===== src/rtl/ex_fwd_alu_core.sv =====
// EX-stage datapath core: RAW forwarding select, integer ALU, and EX/MEM
// capture flops for the ALU result and the forwarded store data.
module ex_fwd_alu_core #(
    parameter int XLEN = 32
) (
    input  logic            clk,
    input  logic            rst,
    input  logic [4:0]      rs1,
    input  logic [4:0]      rs2,
    input  logic [XLEN-1:0] read_data1,
    input  logic [XLEN-1:0] read_data2,
    input  logic [XLEN-1:0] imm,
    input  logic [4:0]      shamt,
    input  logic [5:0]      alu_control,
    input  logic            alu_src,
    input  logic [4:0]      ex_mem_rd,
    input  logic            ex_mem_reg_write,
    input  logic [XLEN-1:0] ex_mem_result,
    input  logic [4:0]      mem_wb_rd,
    input  logic            mem_wb_reg_write,
    input  logic [XLEN-1:0] mem_wb_result,
    output logic [1:0]      forward_a,
    output logic [1:0]      forward_b,
    output logic [XLEN-1:0] result,
    output logic [XLEN-1:0] store_data,
    output logic [XLEN-1:0] result_q,
    output logic [XLEN-1:0] store_data_q
);

    localparam logic [1:0] FWD_RF  = 2'b00;
    localparam logic [1:0] FWD_MEM = 2'b10;
    localparam logic [1:0] FWD_WB  = 2'b01;

    logic [XLEN-1:0] fa, fb, opb;
    logic [XLEN-1:0] result_d, store_data_d;
    logic [XLEN-1:0] jalr_sum;

    // Forward select: the younger EX/MEM producer beats MEM/WB; x0 is never forwarded.
    always_comb begin
        forward_a = FWD_RF;
        forward_b = FWD_RF;
        if (ex_mem_reg_write && ex_mem_rd != 5'd0 && ex_mem_rd == rs1)
            forward_a = FWD_MEM;
        else if (mem_wb_reg_write && mem_wb_rd != 5'd0 && mem_wb_rd == rs1)
            forward_a = FWD_WB;
        if (ex_mem_reg_write && ex_mem_rd != 5'd0 && ex_mem_rd == rs2)
            forward_b = FWD_MEM;
        else if (mem_wb_reg_write && mem_wb_rd != 5'd0 && mem_wb_rd == rs2)
            forward_b = FWD_WB;
    end

    // Operand muxes; store data is always the forwarded rs2, whatever alu_src says.
    always_comb begin
        unique case (forward_a)
            FWD_MEM: fa = ex_mem_result;
            FWD_WB:  fa = mem_wb_result;
            default: fa = read_data1;
        endcase
        unique case (forward_b)
            FWD_MEM: fb = ex_mem_result;
            FWD_WB:  fb = mem_wb_result;
            default: fb = read_data2;
        endcase
        opb          = alu_src ? imm : fb;
        store_data_d = fb;
    end

    // ALU: compares and branches yield exactly 0/1; branches always compare fa with fb.
    always_comb begin
        result_d = '0;
        jalr_sum = fa + imm;
        unique case (alu_control)
            6'h01: result_d = fa + opb;
            6'h02: result_d = fa - opb;
            6'h03: result_d = fa << opb[4:0];
            6'h04: result_d = {31'd0, $signed(fa) < $signed(opb)};
            6'h05: result_d = {31'd0, fa < opb};
            6'h06: result_d = fa ^ opb;
            6'h07: result_d = fa >> opb[4:0];
            6'h08: result_d = $signed(fa) >>> opb[4:0];
            6'h09: result_d = fa | opb;
            6'h0A: result_d = fa & opb;
            6'h0B: result_d = fa << shamt;
            6'h0C: result_d = fa >> shamt;
            6'h0D: result_d = $signed(fa) >>> shamt;
            6'h0E: result_d = {31'd0, fa == fb};
            6'h0F: result_d = {31'd0, fa != fb};
            6'h10: result_d = {31'd0, $signed(fa) < $signed(fb)};
            6'h11: result_d = {31'd0, $signed(fa) >= $signed(fb)};
            6'h12: result_d = {31'd0, fa < fb};
            6'h13: result_d = {31'd0, fa >= fb};
            6'h14: result_d = imm;
            6'h15: result_d = {jalr_sum[XLEN-1:1], 1'b0};
            default: result_d = '0;
        endcase
    end

    assign result     = result_d;
    assign store_data = store_data_d;

    // EX/MEM capture: unconditional load every cycle, async clear on reset.
    always_ff @(posedge clk or negedge rst) begin
        if (!rst) begin
            result_q     <= '0;
            store_data_q <= '0;
        end else begin
            result_q     <= result_d;
            store_data_q <= store_data_d;
        end
    end

endmodule


===== config.mk =====
export PLATFORM = sky130hd
export DESIGN_NAME = ex_fwd_alu_core
export DESIGN_NICKNAME = d
export VERILOG_FILES = /design/src/rtl/ex_fwd_alu_core.sv
export SDC_FILE = /design/constraint.sdc
export NUM_CORES = 1
export LEC_CHECK = 0
export BUFFER_PORTS_ARGS = -buffer_cell sky130_fd_sc_hd__buf_2
export CORE_ASPECT_RATIO = 1.25
export CORE_MARGIN = 10
export CORE_UTILIZATION = 25
export DETAILED_ROUTE_END_ITERATION = 7
export PLACE_DENSITY = 0.47
export RECOVER_POWER = 100
export SLEW_MARGIN = 5
export SYNTH_ARGS = -nofsm -noshare
export SYNTH_HDL_FRONTEND = slang
export SYNTH_SLANG_ARGS = --single-unit

===== constraint.sdc =====
create_clock -name clk -period 5.05 [get_ports clk]
set_input_delay 0.2525 -clock clk [delete_from_list [all_inputs] [get_ports clk]]
set_output_delay 0.2525 -clock clk [all_outputs]
set_load 0.02 [all_outputs]

# After elaboration in Yosys (flattened, before gate mapping)
# Index checks and enable logic that the tools add are counted.
# W data, S select, Z words.
[totals]
register_bits = 64
in_bits = 196
out_inout_bits = 132
[classes]
n_reduce_logical = 8
n_mux = 8
n_shift = 6
magnitude_cmp = 6
n_eq_ne = 31
addsub = 3
n_bitwise = 3
[ops]
columns = ["op", "n"]
rows = [
  ["$pmux W32 S21", 1],
  ["$lt A32 B32 Y1", 4],
  ["$pmux W32 S2", 2],
  ["$add A32 B32 Y32", 2],
  ["$ge A32 B32 Y1", 2],
  ["$shl A32 B5 Y32", 2],
  ["$shr A32 B5 Y32", 2],
  ["$sshr A32 B5 Y32", 2],
  ["$eq A6 B4 Y1 const B", 8],
  ["$eq A6 B5 Y1 const B", 6],
  ["$and A32 B32 Y32", 1],
  ["$eq A32 B32 Y1", 1],
  ["$mux W32", 1],
  ["$ne A32 B32 Y1", 1],
  ["$or A32 B32 Y32", 1],
  ["$sub A32 B32 Y32", 1],
  ["$xor A32 B32 Y32", 1],
  ["$eq A6 B3 Y1 const B", 4],
  ["$eq A5 B5 Y1", 4],
  ["$eq A6 B2 Y1 const B", 2],
  ["$reduce_bool A5 Y1", 2],
  ["$eq A6 B1 Y1 const B", 1],
  ["$logic_and A1 B1 Y1", 6],
  ["$eq A2 B1 Y1 const B", 2],
  ["other kinds (3)", 6],
]

# Logic depth before layout (Yosys ltp)
# Gate-level depths: netlist (run 1).
[depth]
word_depth = 10
mapped_depth = 25
mapped_depth_nobuf = 22

# Worst setup path before layout (run 1)
# Ideal clock, no wire load.
[synth_path]
path_kind = "input -> output"
from = "input port mem_wb_rd[0]"
to = "output port result[28]"
path_buffers = 4
cell_stages = 22
slack_ps = -1101
arrival_ps = 5898
cell_sequence = "buf_2 xor2_1 or4b_1 buf_2 nor2_4 buf_1 mux2i_1 o21ai_0 inv_1 o21ai_0 ha_1 clkbuf_1 or3_1 or2_2 a2111oi_0 nor3_1 nor2_1 nand2_1 o31ai_1 o21ba_2 a22oi_1 a2111o_1"
[synth_between]
elab_chain_cells = 10
[synth_rtl]
columns = ["element", "line", "text"]
rows = [
  ["start, declared", "19", "input logic [4:0] mem_wb_rd,"],
  ["$reduce_bool A5 Y1", "48", "else if (mem_wb_reg_write && mem_wb_rd != 5'd0 && mem_wb_rd == rs2)"],
  ["$logic_and A1 B1 Y1", "48", ""],
  ["$logic_and A1 B1 Y1 *", "48", ""],
  ["$mux W1 *", "48", ""],
  ["$mux W2 *", "46", "if (ex_mem_reg_write && ex_mem_rd != 5'd0 && ex_mem_rd == rs2)"],
  ["$eq A2 B1 Y1 / $eq A2 B2 Y1 (equally long branches)", "59", "unique case (forward_b)"],
  ["$pmux W32 S2 *", "59", ""],
  ["net store_data[11]", "25", "output logic [XLEN-1:0] store_data,"],
  ["$mux W32 *", "64", "opb = alu_src ? imm : fb;"],
  ["$sub A32 B32 Y32 / $add A32 B32 Y32 (equally long branches)", "74, 73", ""],
  ["$pmux W32 S21 *", "72", "unique case (alu_control)"],
  ["end, declared", "24", "output logic [XLEN-1:0] result,"],
]
# The timed path passes the listed nets; every way through them passes the cells marked *.

# Worst setup path after layout (run 1)
[layout_path]
from = "input port mem_wb_rd[1]"
to = "output port result[0]"
[layout_between]
elab_chain_cells = 10
[layout_rtl]
columns = ["element", "line", "text"]
rows = [
  ["$reduce_bool A5 Y1", "44, 48", ""],
  ["$logic_and A1 B1 Y1", "44, 48", ""],
  ["$logic_and A1 B1 Y1", "48", ""],
  ["$mux W1", "48", ""],
  ["$mux W2", "46", ""],
  ["$eq A2 B1 Y1 / $eq A2 B2 Y1 (equally long branches)", "59", ""],
  ["$pmux W32 S2", "59", ""],
  ["$mux W32", "64", ""],
  ["$sub A32 B32 Y32, or another cell as far along", "74", "6'h02: result_d = fa - opb;"],
  ["$pmux W32 S21 *", "72", ""],
]
# Every way passes the cells marked *; elsewhere a longest branch is shown, timed or not.

==> results of run 1 <==
==> flip-flops by register name, indices dropped and copies added (netlist names) <==
signal,count
result_q,32
store_data_q,32
==> metal layers <==
metal,vias up,part of all wire,global-route usage
met2,1006,0.47,0.475
li1,10614,-,-
met3,276,0.063,0.0474
met1,11371,0.39,0.330
met4,14,0.079,0.194
met5,-,0.00081,0
==> timing repair <==
| action | 4_1_cts | 5_1_grt |
|---|---|---|
| gates resized for setup | 334 | 170 |
| hold buffers | 0 | 0 |
| buffers inserted | 72 | 46 |
| setup endpoints to repair | 34 | 30 |
| pin swaps | 134 | 121 |
| cloned | 1 | 0 |
==> worst min path at each step <==
stage	depth (start not counted)	end
after global routing	4	store_data_q[24]
after global placement	1	result_q[22]
after CTS	1	result_q[22]
final	3	store_data_q[28]
after floorplan	0	result_q[0]
after detailed placement	1	result_q[22]
==> per-stage QoR <==
step                      setup WS, ps  instances  cell area, um2  TNS, ps
after floorplan                  -12.5       2368           17400    -17.0
after global placement           -2300       4013           24100   -27200
after detailed placement         -2200       4013           24100   -27010
after CTS                         -502       4096           26400    -5910
after global routing              -752       4132           27300   -11710
final                             -570       4134           27300    -7860
==> worst max-delay path: cells and delay by family <==
| family | cells | cell delay (ps) |
|---|---|---|
| buffers and inverters | 12 | 1670 |
| AO/OA/AOI/OAI | 8 | 1460 |
| adder cells (fa/ha/maj) | 1 | 230 |
| AND/OR/NAND/NOR | 7 | 1550 |
| multiplexers | 1 | 180 |
==> power groups by stage <==
stage / sequential (W) / clock [W] / combinational [W]
6_report: 0.000580 / 0.000795 / 0.00415
4_1_cts: 0.000578 / 0.000816 / 0.00390
3_3_place_gp: 0.000587 / 0 / 0.00355
5_1_grt: 0.000586 / 0.000835 / 0.00437
2_1_floorplan: 0.000662 / 0 / 0.00173
3_5_place_dp: 0.000588 / 0 / 0.00356
==> synthesized netlist by cell type (all sizes together), types with 21 or more instances <==
cell	number	area, um2
nand2	273	1020
a31oi	38	244
a22oi	21	158
a21oi	182	915
nor3	46	230
clkbuf	88	330
o21ai	199	1010
buf	65	348
a21o	46	345
o211ai	49	387
nor2	154	588
nand3	66	330
mux2	26	293
a211oi	36	270
a221oi	28	264
mux2i	266	2680
xnor2	46	403
o31ai	21	168
inv	141	529
ha	153	1910
dfrtp	64	1600
==> layout by cell type, fill, tap and decap left out, drive strengths merged, types with 10 or more instances in the layout <==
cell type / Yosys / layout
ha: 153 / 153
dfrtp: 64 / 64
o21bai: 20 / 20
mux2i: 266 / 266
nand2: 273 / 273
o22ai: 15 / 15
or3: 18 / 18
a31oi: 38 / 38
a22oi: 21 / 21
or2: 18 / 18
o21ai: 199 / 199
o31ai: 21 / 21
nor2: 154 / 154
mux2: 26 / 26
nor3: 46 / 46
a2111oi: 14 / 14
a211oi: 36 / 36
a221o: 19 / 19
nor4: 10 / 10
o221ai: 19 / 19
a221oi: 28 / 28
a21oi: 182 / 182
nand4: 16 / 16
nor2b: 13 / 13
nand2b: 20 / 20
and3: 20 / 20
o21a: 10 / 10
xor2: 15 / 15
a211o: 10 / 10
a21o: 46 / 46
a21boi: 11 / 11
xnor2: 46 / 46
and2: 15 / 15
inv: 141 / 142
nand3: 66 / 66
clkbuf: 88 / 75
o211ai: 49 / 49
buf: 65 / 970
==> layout make-up <==
class,count,area [um2]
Antenna cell,3,7.51
Multi-Input combinational cell,2010,16400
Tap cell,864,1080
Fill cell,6973,39900
Timing Repair Buffer,1036,7400
Sequential cell,64,1600
Clock buffer,9,225
Clock inverter,7,104
Inverter,141,536
==> kinds of logic (layout without fill, tap and decap cells) <==
kind of cell | count (synthesis) | in the layout | share of synthesized area
multiplexers | 299 | 299 | 0.184
other | 0 | 3 | 0
AO/OA/AOI/OAI | 810 | 810 | 0.319
AND/OR/NAND/NOR | 684 | 684 | 0.184
buffers and inverters | 294 | 1193 | 0.0710
XOR/XNOR | 61 | 61 | 0.0314
adder cells (fa/ha/maj) | 156 | 156 | 0.116
flip-flops | 64 | 64 | 0.0941
==> impl_metrics.env, run 1 <==
export IMPL_status="finished with violations"
export IMPL_violations="max-capacitance violations, max-slew violations, negative setup slack"
export IMPL_synth_nets=2720
export IMPL_routed_via_density=5.63
export IMPL_synthFlopType="dfrtp_1"
export IMPL_end_kind="output pin"
export IMPL_vias=23281
export IMPL_wirelength_um=117000
export IMPL_post_route_period_util=1.11
export IMPL_firstDrtPassIters=6
export IMPL_drive_above_1_share=0.421
export IMPL_seqPwrFrac=0.105
export IMPL_syn_inst=2368
export IMPL_grt_first_pass_wirelength_um=166000
export IMPL_remaining_drc_errors=0
export IMPL_cts_sinks=64
export IMPL_slew_headroom=-1.82
export IMPL_ys_seq_area_frac=0.0941
export IMPL_start_util=0.253
export IMPL_antenna_found_initial=9
export IMPL_drv_slew=65
export IMPL_yosys_warnings=0
export IMPL_area_delta_synth_final_pct=60.6
export IMPL_cts_buffers_inserted=9
export IMPL_postSynthAreaPerCell_um2=7.19
export IMPL_gp_congestion=1.04
export IMPL_grt_ovfl_total=0
export IMPL_cts_root_buf="clkbuf_16"
export IMPL_whs_ps=172
export IMPL_crit_path_start="mem_wb_rd[1]"
export IMPL_power_total_w=0.00552
export IMPL_wl_per_cell_um=28.4
export IMPL_yosysUniqueCellTypes=96
export IMPL_grt_pass1_vias=23668
export IMPL_portBuffers=327
export IMPL_internal_power_w=0.00277
export IMPL_maxCapViolCount=1
export IMPL_p_sw_w=0.00275
export IMPL_critPathSlowestCell="or4_4"
export IMPL_io_pins=328
export IMPL_core_area_um2=67200
export IMPL_ys_ff_latch=64
export IMPL_cts_max_level=3
export IMPL_clockBufferDepth=2
export IMPL_die_w_um=253
export IMPL_slowest_delay_ps=570
export IMPL_hold_viol=0
export IMPL_max_freq_mhz=178
export IMPL_syn_area_um2=17000
export IMPL_grt_start_max_net_pins=65
export IMPL_power_density_nw_per_um2=202
export IMPL_critical_path_required_ps=4800
export IMPL_postLayoutCoreUtil=0.406
export IMPL_fin_crit_ps=5620
export IMPL_critPathCapture="result[0]"
export IMPL_hold_class="primary input to register"
export IMPL_crit_type="primary input to output pin"
export IMPL_rsz0062_at_grt="yes"
export IMPL_ir_worst_vdd_v=0.000202
export IMPL_synth_edf_count=0
export IMPL_hpwl_um=96400
export IMPL_cts_tree="done"
export IMPL_worstHoldStart="ex_mem_result[28]"
export IMPL_path_clk_slew_ps=70
export IMPL_setup_viol=25
export IMPL_synthArstFlopShare=1.00
export IMPL_p_clk_frac=0.144
export IMPL_num_nets_final=3614
export IMPL_die_h_um=312
export IMPL_pwr_share_comb=0.751
export IMPL_leakagePower_nw=12.8
export IMPL_drtIter0Drc=1763
export IMPL_cp_common_cell="buf_4"
export IMPL_switching_share=0.498
export IMPL_ant_nets=0
export IMPL_die_area_um2=79000
export IMPL_timing_final_ws_setup_ps=-570
export IMPL_rows=106
export IMPL_worstPathArrival_ps=5370
export IMPL_grt_use_total=0.286
export IMPL_crit_fanout=5
export IMPL_worstMarginPinSlew_ps=4220
export IMPL_crit_path_start_kind="primary input"
(Power assumes the default switching activity.)
==> run 2, diff against run 1 <==
- CELL_PAD_IN_SITES_DETAIL_PLACEMENT: unset -> 0
- CELL_PAD_IN_SITES_GLOBAL_PLACEMENT: unset -> 2
- PLACE_DENSITY: 0.47 -> 0.7
- clock period: 5.05 -> 6.65 ns (I/O delays scaled with it)
==> impl_metrics.env, run 2 (synthesis gave the netlist of run 1 again) <==
export IMPL_grt_first_pass_wirelength_um=156000
export IMPL_area_delta_synth_final_pct=20.9
export IMPL_grt_pass1_vias=21068
export IMPL_clockBufferDepth=2
export IMPL_fin_crit_ps=6500
export IMPL_firstDrtPassIters=5
export IMPL_postLayoutCoreUtil=0.306
export IMPL_die_area_um2=79000
export IMPL_hold_class="primary input to register"
export IMPL_ant_nets=0
export IMPL_leakagePower_nw=9.37
export IMPL_hpwl_um=90400
export IMPL_io_pins=328
export IMPL_crit_type="primary input to output pin"
export IMPL_drv_slew=89
export IMPL_wirelength_um=111000
export IMPL_crit_fanout=6
export IMPL_worstMarginPinSlew_ps=2590
export IMPL_rows=106
export IMPL_num_nets_final=3056
export IMPL_crit_path_start_kind="primary input"
export IMPL_antenna_found_initial=13
export IMPL_start_util=0.253
export IMPL_post_route_period_util=0.978
export IMPL_reg_top3="result_q (32), store_data_q (32)"
export IMPL_power_density_nw_per_um2=159
export IMPL_worstHoldStart="ex_mem_result[20]"
export IMPL_cts_root_buf="clkbuf_16"
export IMPL_violations="max-capacitance violations, max-slew violations"
export IMPL_drtIter0Drc=2085
export IMPL_critical_path_required_ps=6320
export IMPL_remaining_drc_errors=0
export IMPL_fillerInstances=7436
export IMPL_cts_tree="done"
export IMPL_hold_depth=3
export IMPL_cts_sinks=64
export IMPL_end_kind="output pin"
export IMPL_min_to="store_data_q[20]"
export IMPL_final_common_cell="nand2_1"
export IMPL_die_w_um=253
export IMPL_maxCapViolCount=3
export IMPL_worstPathArrival_ps=6170
export IMPL_final_cell_mix="nand2_1, mux2i_1, buf_2"
export IMPL_setup_viol=0
export IMPL_grt_start_max_net_pins=62
export IMPL_portBuffers=327
export IMPL_status="finished with violations"
export IMPL_wl_per_cell_um=31.0
export IMPL_grt_use_total=0.269
export IMPL_path_clk_slew_ps=80
export IMPL_drive_above_1_share=0.186
export IMPL_max_freq_mhz=154
export IMPL_hold_viol=0
export IMPL_core_area_um2=67200
export IMPL_grt_ovfl_total=0
export IMPL_cts_buffers_inserted=9
export IMPL_cts_max_level=3
export IMPL_routed_via_density=5.93
export IMPL_ir_worst_vdd_v=0.000145
export IMPL_gp_congestion=1.02
export IMPL_vias=21197
export IMPL_slew_headroom=-0.727
export IMPL_crit_path_start="mem_wb_rd[1]"
export IMPL_rsz0062_at_grt="no"
export IMPL_setup_tns_ps=0
export IMPL_die_h_um=312
run 2: layout make-up:
class	instances	area, um2	area share
clock inverters	7	77.6	0.00377
flip-flops and latches	64	1600	0.0778
repair buffers	478	2670	0.130
multi-input cells	2010	14400	0.699
inverters	141	529	0.0257
well taps	864	1080	0.0525
diodes	2	5.00	0.000243
clock buffers	9	225	0.0109
run 2: per-layer routing:
layer	share of wire	vias to the layer above	global-route usage
met5	0.0012	-	0
met4	0.063	20	0.156
met3	0.065	246	0.0454
met2	0.46	1021	0.444
met1	0.41	10420	0.324
li1	-	9490	-
run 2: worst max-delay path by stage:
stage | to | slack [ps] | depth (start not counted)
after floorplan | result[28] | 340 | 22
after global placement | result[12] | -180 | 20
after detailed placement | result[12] | -250 | 20
after CTS | result[7] | 10 | 21
after global routing | result[26] | 4 | 23
final | result[16] | 150 | 22
run 2: what timing repair did:
item / in CTS / in global routing
pin swaps: 0 / 1
setup buffers: 0 / 2
endpoints found under the setup margin: 4 / 16
endpoints found under the hold margin: 28 / 0
gates resized for setup: 5 / 17
hold buffers: 1 / 0
run 2: critical path, cell delays in order:
cell and delay, ps:
buf_2 130, or4_4 580, o211a_1 310, nand3_1 150, a311oi_2 130, or2_2 340
ha_1 260, fa_1 480, a21o_1 180, a21o_1 250, a2111oi_4 420, clkbuf_4 220
o31ai_1 120, a31o_2 300, a21o_1 220, a21o_1 190, a21oi_1 190, o21ai_0 100
o22ai_1 450, nand4_1 300, a31o_2 340, buf_2 170
run 2: through the flow:
| stage | total power [W] | instance area, um2 | instances | hold slack (ps) | setup slack, ps |
|---|---|---|---|---|---|
| after floorplan | 0.00178 | 17000 | 2368 | 36.9 | 339 |
| after CTS | 0.00326 | 20600 | 3571 | 197 | 10.5 |
| after global routing | 0.00343 | 20600 | 3574 | 249 | 4.01 |
| after global placement | 0.00268 | 20300 | 3554 | 313 | -177 |
| after detailed placement | 0.00268 | 20300 | 3554 | 317 | -247 |
| final | 0.00327 | 20600 | 3575 | 219 | 145 |
run 2: power breakdown:
part	leakage [nW]	total (W)	switching, W	internal, W
clock network	0.147	0.000555	0.000261	0.000294
logic	8.43	0.00228	0.00153	0.000749
registers	0.795	0.000441	0.0000108	0.000430
total	9.37	0.00327	0.00180	0.00147
